<file path="config.mk">
export PLATFORM = sky130hd
export DESIGN_NAME = uart_transmitter
export DESIGN_NICKNAME = d
export VERILOG_FILES = /design/src/rtl/uart_pkg.sv /design/src/rtl/uart_baud_tick.sv /design/src/rtl/uart_transmitter.sv
export SDC_FILE = /design/constraint.sdc
export NUM_CORES = 1
export LEC_CHECK = 0
export CORE_ASPECT_RATIO = 1.25
export CORE_MARGIN = 4
export CORE_UTILIZATION = 45
export DETAILED_ROUTE_END_ITERATION = 8
export PLACE_DENSITY_LB_ADDON = 0.12
export SYNTH_ARGS = -nofsm -noshare
export SYNTH_HDL_FRONTEND = slang
export SYNTH_SLANG_ARGS = --single-unit
</file>
<file path="constraint.sdc">
create_clock -name clk -period 1.8 [get_ports clk]
set_clock_uncertainty 0.05 [all_clocks]
set_input_delay 0.36 -clock clk [delete_from_list [all_inputs] [get_ports clk]]
set_output_delay 0.36 -clock clk [all_outputs]
set_load 0.1 [all_outputs]
</file>
<file path="src/rtl/uart_pkg.sv">
// -----------------------------------------------------------------------------
// uart_pkg
//   Shared definitions for the UART transmitter and its peer receiver:
//   FSM state encoding and the fixed line levels.
// -----------------------------------------------------------------------------
package uart_pkg;

    typedef enum logic [2:0] {
        IDLE,
        START,
        DATA,
        PARITY,
        STOP
    } uart_state_e;

    localparam logic UART_IDLE = 1'b1;
    localparam logic START_LVL = 1'b0;
    localparam logic STOP_LVL  = 1'b1;

endpackage

</file>
<file path="src/rtl/uart_baud_tick.sv">
// -----------------------------------------------------------------------------
// uart_baud_tick
//   Bit-period counter. Counts 0..CLKS_PER_BIT-1 while enabled and emits a
//   one-cycle bit_end pulse on the last cycle of every bit period.
// Ports
//   clk      in   clock
//   rst      in   synchronous active-high reset
//   clr      in   synchronous clear (restart a bit period from zero)
//   en       in   count enable
//   bit_end  out  high on the final cycle of the current bit period
// -----------------------------------------------------------------------------
module uart_baud_tick #(
    parameter int CLKS_PER_BIT = 16
) (
    input  logic clk,
    input  logic rst,
    input  logic clr,
    input  logic en,
    output logic bit_end
);

    localparam int CNT_W = (CLKS_PER_BIT > 1) ? $clog2(CLKS_PER_BIT) : 1;
    localparam logic [CNT_W-1:0] LAST_CNT = CNT_W'(CLKS_PER_BIT - 1);

    logic [CNT_W-1:0] baud_cnt_q, baud_cnt_d;

    assign bit_end = en & (baud_cnt_q == LAST_CNT);

    always_comb begin
        baud_cnt_d = baud_cnt_q;
        if (clr || bit_end) begin
            baud_cnt_d = '0;
        end else if (en) begin
            baud_cnt_d = baud_cnt_q + 1'b1;
        end
    end

    always_ff @(posedge clk) begin
        if (rst) begin
            baud_cnt_q <= '0;
        end else begin
            baud_cnt_q <= baud_cnt_d;
        end
    end

endmodule

</file>
<file path="src/rtl/uart_transmitter.sv">
// -----------------------------------------------------------------------------
// uart_transmitter
//   Serialises one byte per frame: start bit, data LSB-first, optional parity,
//   one or two stop bits. Host side is a valid/ready byte interface.
// Ports
//   clk         in   clock
//   rst         in   synchronous active-high reset
//   data_in     in   byte to send, captured on the accept cycle only
//   data_valid  in   host offers data_in
//   data_ready  out  transmitter idle and able to accept this cycle
//   serial      out  registered UART line, idle high
//   busy        out  frame in progress
//
// state  | meaning
// IDLE   | line high, waiting for a byte
// START  | line low for one bit period
// DATA   | shifting out data bits LSB-first
// PARITY | parity of the latched data bits
// STOP   | line high for STOP_BITS bit periods
// -----------------------------------------------------------------------------
module uart_transmitter
    import uart_pkg::*;
#(
    parameter int CLKS_PER_BIT = 16,
    parameter int DATA_BITS    = 8,
    parameter bit PARITY_EN    = 1'b1,
    parameter bit PARITY_ODD   = 1'b0,
    parameter int STOP_BITS    = 2
) (
    input  logic                 clk,
    input  logic                 rst,
    input  logic [DATA_BITS-1:0] data_in,
    input  logic                 data_valid,
    output logic                 data_ready,
    output logic                 serial,
    output logic                 busy
);

    localparam int BIT_W = $clog2(DATA_BITS);
    localparam logic [BIT_W-1:0] LAST_BIT = BIT_W'(DATA_BITS - 1);
    localparam logic LAST_STOP = 1'(STOP_BITS - 1);

    uart_state_e          state_q, state_d;
    logic [DATA_BITS-1:0] shift_q, shift_d;
    logic [BIT_W-1:0]     bit_cnt_q, bit_cnt_d;
    logic                 stop_cnt_q, stop_cnt_d;
    logic                 parity_q, parity_d;
    logic                 serial_q, serial_d;
    logic                 accept;
    logic                 bit_end;

    assign data_ready = (state_q == IDLE) & ~rst;
    assign accept     = data_valid & data_ready;
    assign busy       = (state_q != IDLE);
    assign serial     = serial_q;

    // Clearing on accept aligns every bit period to the start of the frame.
    uart_baud_tick #(
        .CLKS_PER_BIT(CLKS_PER_BIT)
    ) u_baud_tick (
        .clk    (clk),
        .rst    (rst),
        .clr    (accept),
        .en     (state_q != IDLE),
        .bit_end(bit_end)
    );

    always_comb begin
        state_d    = state_q;
        shift_d    = shift_q;
        bit_cnt_d  = bit_cnt_q;
        stop_cnt_d = stop_cnt_q;
        parity_d   = parity_q;
        serial_d   = UART_IDLE;

        case (state_q)
            IDLE: begin
                if (accept) begin
                    state_d    = START;
                    shift_d    = data_in;
                    // Parity is fixed at accept time so data_in may move freely afterwards.
                    parity_d   = (^data_in) ^ PARITY_ODD;
                    bit_cnt_d  = '0;
                    stop_cnt_d = 1'b0;
                end
            end
            START: begin
                if (bit_end) state_d = DATA;
            end
            DATA: begin
                if (bit_end) begin
                    shift_d = shift_q >> 1;
                    if (bit_cnt_q == LAST_BIT) begin
                        bit_cnt_d = '0;
                        state_d   = PARITY_EN ? PARITY : STOP;
                    end else begin
                        bit_cnt_d = bit_cnt_q + 1'b1;
                    end
                end
            end
            PARITY: begin
                if (bit_end) state_d = STOP;
            end
            STOP: begin
                if (bit_end) begin
                    if (stop_cnt_q == LAST_STOP) begin
                        stop_cnt_d = 1'b0;
                        state_d    = IDLE;
                    end else begin
                        stop_cnt_d = stop_cnt_q + 1'b1;
                    end
                end
            end
            default: state_d = IDLE;
        endcase

        // The line level is decoded from the next state so serial stays a
        // clean register output and changes exactly on state/bit boundaries.
        case (state_d)
            START:   serial_d = START_LVL;
            DATA:    serial_d = shift_d[0];
            PARITY:  serial_d = parity_d;
            STOP:    serial_d = STOP_LVL;
            default: serial_d = UART_IDLE;
        endcase
    end

    always_ff @(posedge clk) begin
        if (rst) begin
            state_q    <= IDLE;
            shift_q    <= '0;
            bit_cnt_q  <= '0;
            stop_cnt_q <= 1'b0;
            parity_q   <= 1'b0;
            serial_q   <= UART_IDLE;
        end else begin
            state_q    <= state_d;
            shift_q    <= shift_d;
            bit_cnt_q  <= bit_cnt_d;
            stop_cnt_q <= stop_cnt_d;
            parity_q   <= parity_d;
            serial_q   <= serial_d;
        end
    end

endmodule
</file>
# [After elaboration in Yosys (flattened, before gate mapping)]
# Cells that the tools add are included.
[word_totals] ff_bits=21 latch_bits=0 ramBits=0 romBits=0 inputBits=11 out_inout_bits=3 wordCells=58 n_memories=0
[op_classes] n_addsub=3 n_mul=0 div_mod_pow=0 order_cmp=0 eq_ne=12 shifts=0 n_mux=22 n_bitwise=4 reduce_logical=9
[ops] op="two-way mux 3 bit" count=10
[ops] op="two-way mux 8 bit" count=2
[ops] op="one-hot mux 8 bit (2 select lines)" count=1
[ops] op="one-hot mux 3 bit (5 select lines)" count=1
[ops] op="== test 3 x 2 -> 1 bit (second input constant)" count=4
[ops] op="parity 8 bit" count=1
[ops] op="== test 3 x 1 -> 1 bit (second input constant)" count=2
[ops] op="== test 3 bit (second input constant)" count=2
[ops] op="!= test 2 x 1 -> 1 bit (second input constant)" count=3
[ops] op="one-hot mux 3 bit (2 select lines)" count=1
[ops] op="AND reduction 3 bit" count=2
[ops] op="two-way mux 1 bit" count=5
[ops] op="adder 4 x 1 -> 4 bit (second input constant)" count=1
[ops] op="== test 4 bit (second input constant)" count=1
[ops] op="nonzero test 2 bit" count=2
[ops] op="adder 3 x 1 -> 3 bit (second input constant)" count=1
[ops] op="bitwise AND 1 bit" count=3
[ops] op="logical NOT 3 bit" count=1
[ops] op="one-hot mux 1 bit (3 select lines)" count=1
[ops] op="nonzero test 3 bit" count=1
[ops] op="one-hot mux 1 bit (2 select lines)" count=1
[ops] op="OR reduction 2 bit" count=1
[ops] op="adder 1 bit (second input constant)" count=1
[ops] op="logical OR 1 bit" count=1
[ops] op="inverter 1 bit" count=1

# [Longest topological paths before layout]
# Gate-level depths: netlist of run 1.
[logic_depth] ltp_word=7 ltp_mapped=7 ltp_nobuf=7

# [Cells and area by module]
# From an unflattened synthesis of run 1, not the netlist that was laid out.
[unflattened] hier_cells=110 area_unflattened_um2=1003.5
[modules_own_cells] module="uart_transmitter" n_inst=1 cells_each=93 area_each_um2=825.8 seq_area_each_um2=340.3
[modules_own_cells] module="uart_baud_tick" n_inst=1 cells_each=17 area_each_um2=177.7 seq_area_each_um2=80.1

# [Worst setup path before layout of run 1]
# No wires, ideal clock.
[synth_path] path_kind="register to output" from="register state_q[0]" to="output port data_ready" arrival_ps=2670 t_required_ps=1390 path_slack_ps=-1280 path_stages_with_launch=5 path_buffers=1 cell_sequence="dfxtp_1 clkbuf_1 nor3_2 inv_1 nor2_1"
[synth_between] elab_chain_len=2
[synth_rtl] item="start: declaration" line_no="uart_transmitter.sv:43" rtl="uart_state_e state_q, state_d;"
[synth_rtl] item="start signal: assignment" line_no="uart_transmitter.sv:137" rtl="state_q <= state_d;"
[synth_rtl] item="logical NOT 3 bit" line_no="uart_transmitter.sv:52" rtl="assign data_ready = (state_q == IDLE) & ~rst;"
[synth_rtl] item="bitwise AND 1 bit" line_no="uart_transmitter.sv:52"
[synth_rtl] item="end: declaration" line_no="uart_transmitter.sv:34" rtl="output logic data_ready,"
# No other way between the ends.

# [Worst setup path after layout of run 1]
[layout_path] from="register u_baud_tick.baud_cnt_q[0]" to="register serial_q (netlist: serial)"
[layout_between] elab_chain_len=6 elab_cells_between_ends=13 cone_classes="4 x eq/ne; 8 x mux; 1 x bitwise"
[layout_rtl] item="start: declaration" line_no="uart_baud_tick.sv:25" rtl="logic [CNT_W-1:0] baud_cnt_q, baud_cnt_d;"
[layout_rtl] item="start signal: assignment" line_no="uart_baud_tick.sv:42" rtl="baud_cnt_q <= baud_cnt_d;"
[layout_rtl] item="== test 4 bit (*)" line_no="uart_baud_tick.sv:27" rtl="assign bit_end = en & (baud_cnt_q == LAST_CNT);"
[layout_rtl] item="bitwise AND 1 bit (*)" line_no="uart_baud_tick.sv:27"
[layout_rtl] item="two-way mux 3 bit, on equally long branches"
[layout_rtl] item="one-hot mux 3 bit (5 select lines)" line_no="uart_transmitter.sv:76" rtl="case (state_q)"
[layout_rtl] item="== test 3 x 2 -> 1 bit or == test 3 x 1 -> 1 bit (tied branches)" line_no="uart_transmitter.sv:119" rtl="case (state_d)"
[layout_rtl] item="one-hot mux 1 bit (3 select lines) (*)" line_no="uart_transmitter.sv:119"
[layout_rtl] item="end signal: assignment" line_no="uart_transmitter.sv:142" rtl="serial_q <= serial_d;"
[layout_rtl] item="end: declaration" line_no="uart_transmitter.sv:48" rtl="logic serial_q, serial_d;"
# Every way passes the cells marked *; elsewhere a longest branch is shown, timed or not. The select of a mux whose other input is x is not followed.
# A chain may end at the register's enable or synchronous reset.

==> reports/qor.csv, run 1 <==
stage,metric,value,unit
run_status,status,"complete, no violations",
die,die_area,3213,um^2
setup_path,crit_start,u_baud_tick.baud_cnt_q[0]$_SDFFE_PP0P_,
synth,yosys_warnings,0,
setup_path,rr_startpoint,u_baud_tick.baud_cnt_q[0]$_SDFFE_PP0P_,
die,core,2235,um^2
detailed_routing,num_vias,1047,
clock_tree,cts_tree,yes,
clock_tree,cts_inserted_buffers,3,
synth,synthArstFlopShare,0,%
synth,synthFlopType,dfxtp_1,
setup_path,crit_path_end,serial$_SDFF_PP1_,
final_layout,nFillCells,226,
clock_tree,cts-root-buf,clkbuf_4,
place,gp_congestion,0.8416,
synth,syn_nets,141,
detailed_routing,drt-total-wl,2493,um
synth,netlist_instances,127,
final_layout,final_cells,185,
setup_path,r2r_setup_slack,0.05,ns
hold_path,worstHoldPathType,reg -> reg,
synth,synth_common_cells,"21 x dfxtp_1, 20 x nor2_1, 10 x a21oi_1",
synth,synth_edf_count,0,
power_and_ir_drop,power_leakage,0.5560,nW
die,io_pins,14,
setup_path,required,1.95,ns
power_and_ir_drop,powerDensity,656.3,nW/um^2
final_layout,diodes,0,
global_routing,grt_usage,16.97,%
synth,synthAdderAreaFrac,3.525,%
detailed_routing,first_iter_violations,30,
clock_tree,clkTransAtPathRegs,0.12,ns
synth,synth_area_leader_cell,dfxtp_1,
global_routing,grt_pass1_wl,4236,um
die,start_util,47.65,%
detailed_routing,drt_first_pass_iters,5,
die,die_h,62.39,um
synth,synth_area_per_cell,8.384,um^2
timing,slew_violations,0,
synth,synth-simple-area-share,22.91,%
setup_path,r2r_cells,6,
synth,ys_seq_area_share,39.48,%
power_and_ir_drop,total_power,0.9435,mW
timing,hold_ws,0.4276,ns
timing,fin_crit,1.746,ns
final_layout,layout-drive-gt1-share,24.03,%
die,fp-row-count,19,
synth,synth_top_family_by_area,simple AND/OR/NAND/NOR gates,
global_routing,antenna_found_initial,0,
clock_tree,worstSkewPairLatency,0.30,ns
synth,synth.top_cell.area_share,39.48,%
global_routing,grt_pass1_vias,972,
detailed_routing,drc,0,
detailed_routing,ant_nets,0,
synth,ys_ff_latch,21,
die,die_w,51.51,um
synth,syn_area,1065,um^2
setup_path,start_kind,flip-flop,
final_layout,fin_nets,169,
synth,synth_xor_area_share,6.580,%
place,dp_hpwl,1950,um
setup_path,r2r_end,serial$_SDFF_PP1_,
synth,synthTopCellsByArea,"dfxtp_1 39%, nor2_1 7.1%, a222oi_1 5.6%",
synth,synth_compound_area_share,19.98,%
timing,finalCritPeriodShare,97.01,%
timing,worst_pin_slew,0.3732,ns
place,dp_cells,178,
timing,fmax,572.7,MHz
timing,finalHoldViolCount,0,
global_routing,grt_max_degree,21,
synth,synth_cell_type_count,34,
detailed_routing,vias_per_cell,5.659,
clock_tree,cts.sinks,21,
clock_tree,clockBufferDepth,2,
clock_tree,cts_hold_buf,0,
power_and_ir_drop,peakVddDrop,0.0004132,V
detailed_routing,wl_per_cell,13.48,um
flow_run,cap_violations,0,
global_routing,overflow,0,
setup_path,crit_arrival,1.90,ns
setup_path,end_kind,flip-flop,
clock_tree,htree_levels,1,
synth,yosysMostFrequentCell,dfxtp_1,
timing,rsz0062_at_grt,yes,
setup_path,path_max_fanout,4,
synth,synthMuxAreaShare,2.350,%
setup_path,crit_type,reg -> reg,
place,port_buffers,13,
timing,max-slew-margin-rel,75.03,%
timing,setup_viol,0,
final_layout,area_growth,35.02,%
routing by layer:
metal,track usage [%],vias up,routed length [um]
li1,-,513,-
met1,19.88,498,1030
met2,30.25,28,1326
met3,2.864,8,96
met4,5.574,0,40
met5,0,-,0
report_power, final:
part           switching (mW)  internal (mW)  leakage (nW)
logic                   0.112          0.109         0.365
clock network           0.147         0.0828        0.0177
registers              0.0130          0.480         0.173
total                   0.272          0.672         0.556
kinds of logic (layout without fill, tap and decap cells):
logic type      after synthesis  in the layout
mux                           2              2
buf+inv                      12             39
xor+xnor                      8              8
compound gates               32             32
fa+ha+maj                     3              3
simple gates                 49             49
flops                        21             21
layout make-up:
type,instances,area [um^2],share of cell area [%]
clock buffer,3,22.52,1.567
timing repair buffer,31,302.8,21.06
multi-input combinational,94,623.1,43.34
clock inverter,1,5.005,0.3481
tap,31,38.79,2.698
inverter,4,15.01,1.044
sequential,21,430.4,29.94
critical path, cell delays in order, from the launching register on:
cell and delay (ns):
dfxtp_4 0.38, ha_4 0.16, and3_4 0.18, mux2_4 0.29
a221o_1 0.36, o21ai_1 0.14, o211ai_1 0.09
worst min-delay path by stage:
stage | cells after the start | slack [ns] | startpoint | end
6_report | 2 | 0.43 | bit_cnt_q[2]$_SDFFE_PP0P_ | bit_cnt_q[2]$_SDFFE_PP0P_
5_1_grt | 2 | 0.45 | bit_cnt_q[0]$_SDFFE_PP0P_ | bit_cnt_q[0]$_SDFFE_PP0P_
4_1_cts | 2 | 0.43 | bit_cnt_q[1]$_SDFFE_PP0P_ | bit_cnt_q[1]$_SDFFE_PP0P_
3_5_place_dp | 2 | 0.41 | bit_cnt_q[1]$_SDFFE_PP0P_ | bit_cnt_q[1]$_SDFFE_PP0P_
3_3_place_gp | 2 | 0.40 | bit_cnt_q[1]$_SDFFE_PP0P_ | bit_cnt_q[1]$_SDFFE_PP0P_
2_1_floorplan | 2 | 0.39 | bit_cnt_q[1]$_SDFFE_PP0P_ | bit_cnt_q[1]$_SDFFE_PP0P_
layout by cell type, fill, tap and decap left out, drive strengths merged, types with 4 or more instances in the layout:
master	netlist	final
nand2	7	7
dfxtp	21	21
o21ai	9	9
inv	4	4
a222oi	6	6
clkdlybuf4s50	0	10
xnor2	6	6
nor2	20	20
a21oi	10	10
buf	3	21
sequential cells by signal, summed over array words and instances, names as in the netlist:
name                    count
bit_cnt_q                   3
parity_q                    1
serial                      1
shift_q                     8
state_q                     3
stop_cnt_q                  1
u_baud_tick.baud_cnt_q      4
through the flow:
stage / cell area (um^2) / utilization [%] / TNS, ns / worst slack, ns
final: 1438 / 64.33 / 0 / 0.05383
after global routing: 1438 / 64.33 / -0.04697 / -0.02451
after global placement: 1364 / 61.03 / -2.042 / -0.2519
after CTS: 1400 / 62.65 / 0 / 0.01407
after floorplan: 1092 / - / -0.8619 / -0.5260
after detailed placement: 1364 / 61.03 / -2.193 / -0.2686
timing repair:
item                                    4_1_cts  5_1_grt
endpoints found under the setup margin        2       10
buffers inserted                              0        3
pin swaps                                     1        1
resized for setup                             3        6
cloned                                        0        0
Note: power is estimated with default switching activity, not from simulation.
==> inputs of run 2 (changes only) <==
--- a/config.mk
+++ b/config.mk
@@ -5,6 +5,7 @@
 export SDC_FILE = /design/constraint.sdc
 export NUM_CORES = 1
 export LEC_CHECK = 0
+export ABC_CLOCK_PERIOD_IN_PS = 1800
 export CORE_ASPECT_RATIO = 1.25
 export CORE_MARGIN = 4
 export CORE_UTILIZATION = 45
==> results of run 2 <==
No change in the layout: final DEF, timing and power equal those of run 1.
==> variant, RTL diff (flow settings as in run 2) <==
Encoding of `uart_state_e`: now one-hot (5 bits for 5 states).
--- a/src/rtl/uart_pkg.sv
+++ b/src/rtl/uart_pkg.sv
@@ -6,10 +6,10 @@
 package uart_pkg;
 
-    typedef enum logic [2:0] {
-        IDLE,
-        START,
-        DATA,
-        PARITY,
-        STOP
+    typedef enum logic [4:0] {
+        IDLE   = 5'b00001,
+        START  = 5'b00010,
+        DATA   = 5'b00100,
+        PARITY = 5'b01000,
+        STOP   = 5'b10000
     } uart_state_e;
 
Formal check against the unedited RTL: no difference found for any inputs over 10 cycles, from zero or initial values and one cycle with rst high; not proved beyond that.
==> variant against run 2 <==
Non-clock buffer count up 15; area after synthesis grew 12%; first-iteration DRC count up 40%; sequential power grew 9.5%; routed wire length up 27%; design area increased by 26%; the run now ends with setup timing left; power grew 16%; critical endpoint is now data_ready; sequential cell count increased by 2; final cell count grew 17%; via count is 16% higher; utilization up 8.5 points; worst setup slack lost 0.25 ns.
==> variant: results <==
{
  "final_cells": 217,
  "tightest_slew_ns": 0.4636,
  "postCtsSetupBuffers": 7,
  "yosys-top-cells-count": "dfxtp_1 (23), a21oi_1 (17), nor2_1 (17)",
  "p_leak_uw": 0.0007175,
  "crit_fanout": 6,
  "dpl_worst_slack_ns": -0.2344,
  "fin_ws_ns": -0.1963,
  "grtUsageTotal_pct": 19.38,
  "grt_pass1_vias": 1170,
  "p_sw_share_pct": 29.68,
  "hpwl_mm": 2.242,
  "ir_drop_v": 0.0005732,
  "muxShareOfSynthArea_pct": 0,
  "dr.pass1.iters": 4,
  "ys_seq_area_share_pct": 38.70,
  "cp.arrival_ns": 1.59,
  "failed_checks": "setup timing",
  "tns_ns": -0.8421,
  "drive_gt1_share_pct": 35.87,
  "setup_viol": 14,
  "ys_top_cells_by_area": "dfxtp_1 (39%), a21oi_1 (7.2%), xnor2_1 (5.9%), nor2_1 (5.4%), a22oi_1 (3.8%)",
  "synth_compound_gate_area_share_pct": 20.29,
  "grt_max_degree": 20,
  "post_cts_resized": 19,
  "dr.first_iter.drc_count": 42,
  "synth_xor_area_share_pct": 8.097,
  "synth.distinct_cells": 36,
  "fin_nets": 199,
  "dpl-instance-area_sq_um": 1598,
  "vias_per_cell": 5.594,
  "routed_wl_mm": 3.177,
  "reg_top3": "shift_q (8), state_q (5), u_baud_tick.baud_cnt_q (4)",
  "status": "complete, but fails checks"
}
## variant: path summary, 6_finish.rpt
check	start	end	slack, ns	cells past startpoint
worst max register to register	state_q[1]$_SDFF_PP0_	serial$_SDFF_PP1_	-0.10	8
worst max-delay path	state_q[4]$_SDFF_PP0_	data_ready	-0.20	6
worst min-delay path	shift_q[5]$_SDFFE_PP0P_	shift_q[5]$_SDFFE_PP0P_	0.42	2
worst min register to register	shift_q[5]$_SDFFE_PP0P_	shift_q[5]$_SDFFE_PP0P_	0.42	2
## variant: routing by layer
layer,track usage (%),vias to the layer above,share of wire [%]
met5,0,-,0
met3,2.494,10,4.9
li1,-,597,-
met4,8.100,0,2.3
met2,34.85,36,57
met1,22.07,571,36
## variant: kinds of logic after synthesis
| kind of cell | count (synthesis) |
|---|---|
| buf+inv | 9 |
| simple gates | 58 |
| compound gates | 39 |
| fa+ha+maj | 3 |
| xor+xnor | 11 |
| flops | 23 |
## variant: power by group through the flow
stage                     Combinational, uW  Clock, uW  Sequential [uW]
final                                   322        236              540
after global routing                    345        264              543
after CTS                               310        249              540
after detailed placement                281          0              551
after global placement                  277          0              550
after floorplan                         164          0              555
## variant: layout make-up
class	instances	area share (%)
Timing Repair Buffer	46	24.95
Clock buffer	4	1.455
Multi-Input combinational cell	111	45.67
Tap cell	33	2.287
Sequential cell	23	25.64
## variant: metrics by stage
stage	hold slack, ns	utilization [%]
6_report	0.4229	72.88
5_1_grt	0.4564	72.88
4_1_cts	0.4258	70.96
3_5_place_dp	0.4041	64.49
3_3_place_gp	0.4011	64.49
2_1_floorplan	0.3890	-
## variant: worst max-delay path, delay by kind of cell, from the launching register on
| kind | cells | cell delay (ns) |
|---|---|---|
| buffers and inverters | 3 | 0.49 |
| DFF | 1 | 0.35 |
| and+or+nand+nor | 3 | 0.44 |
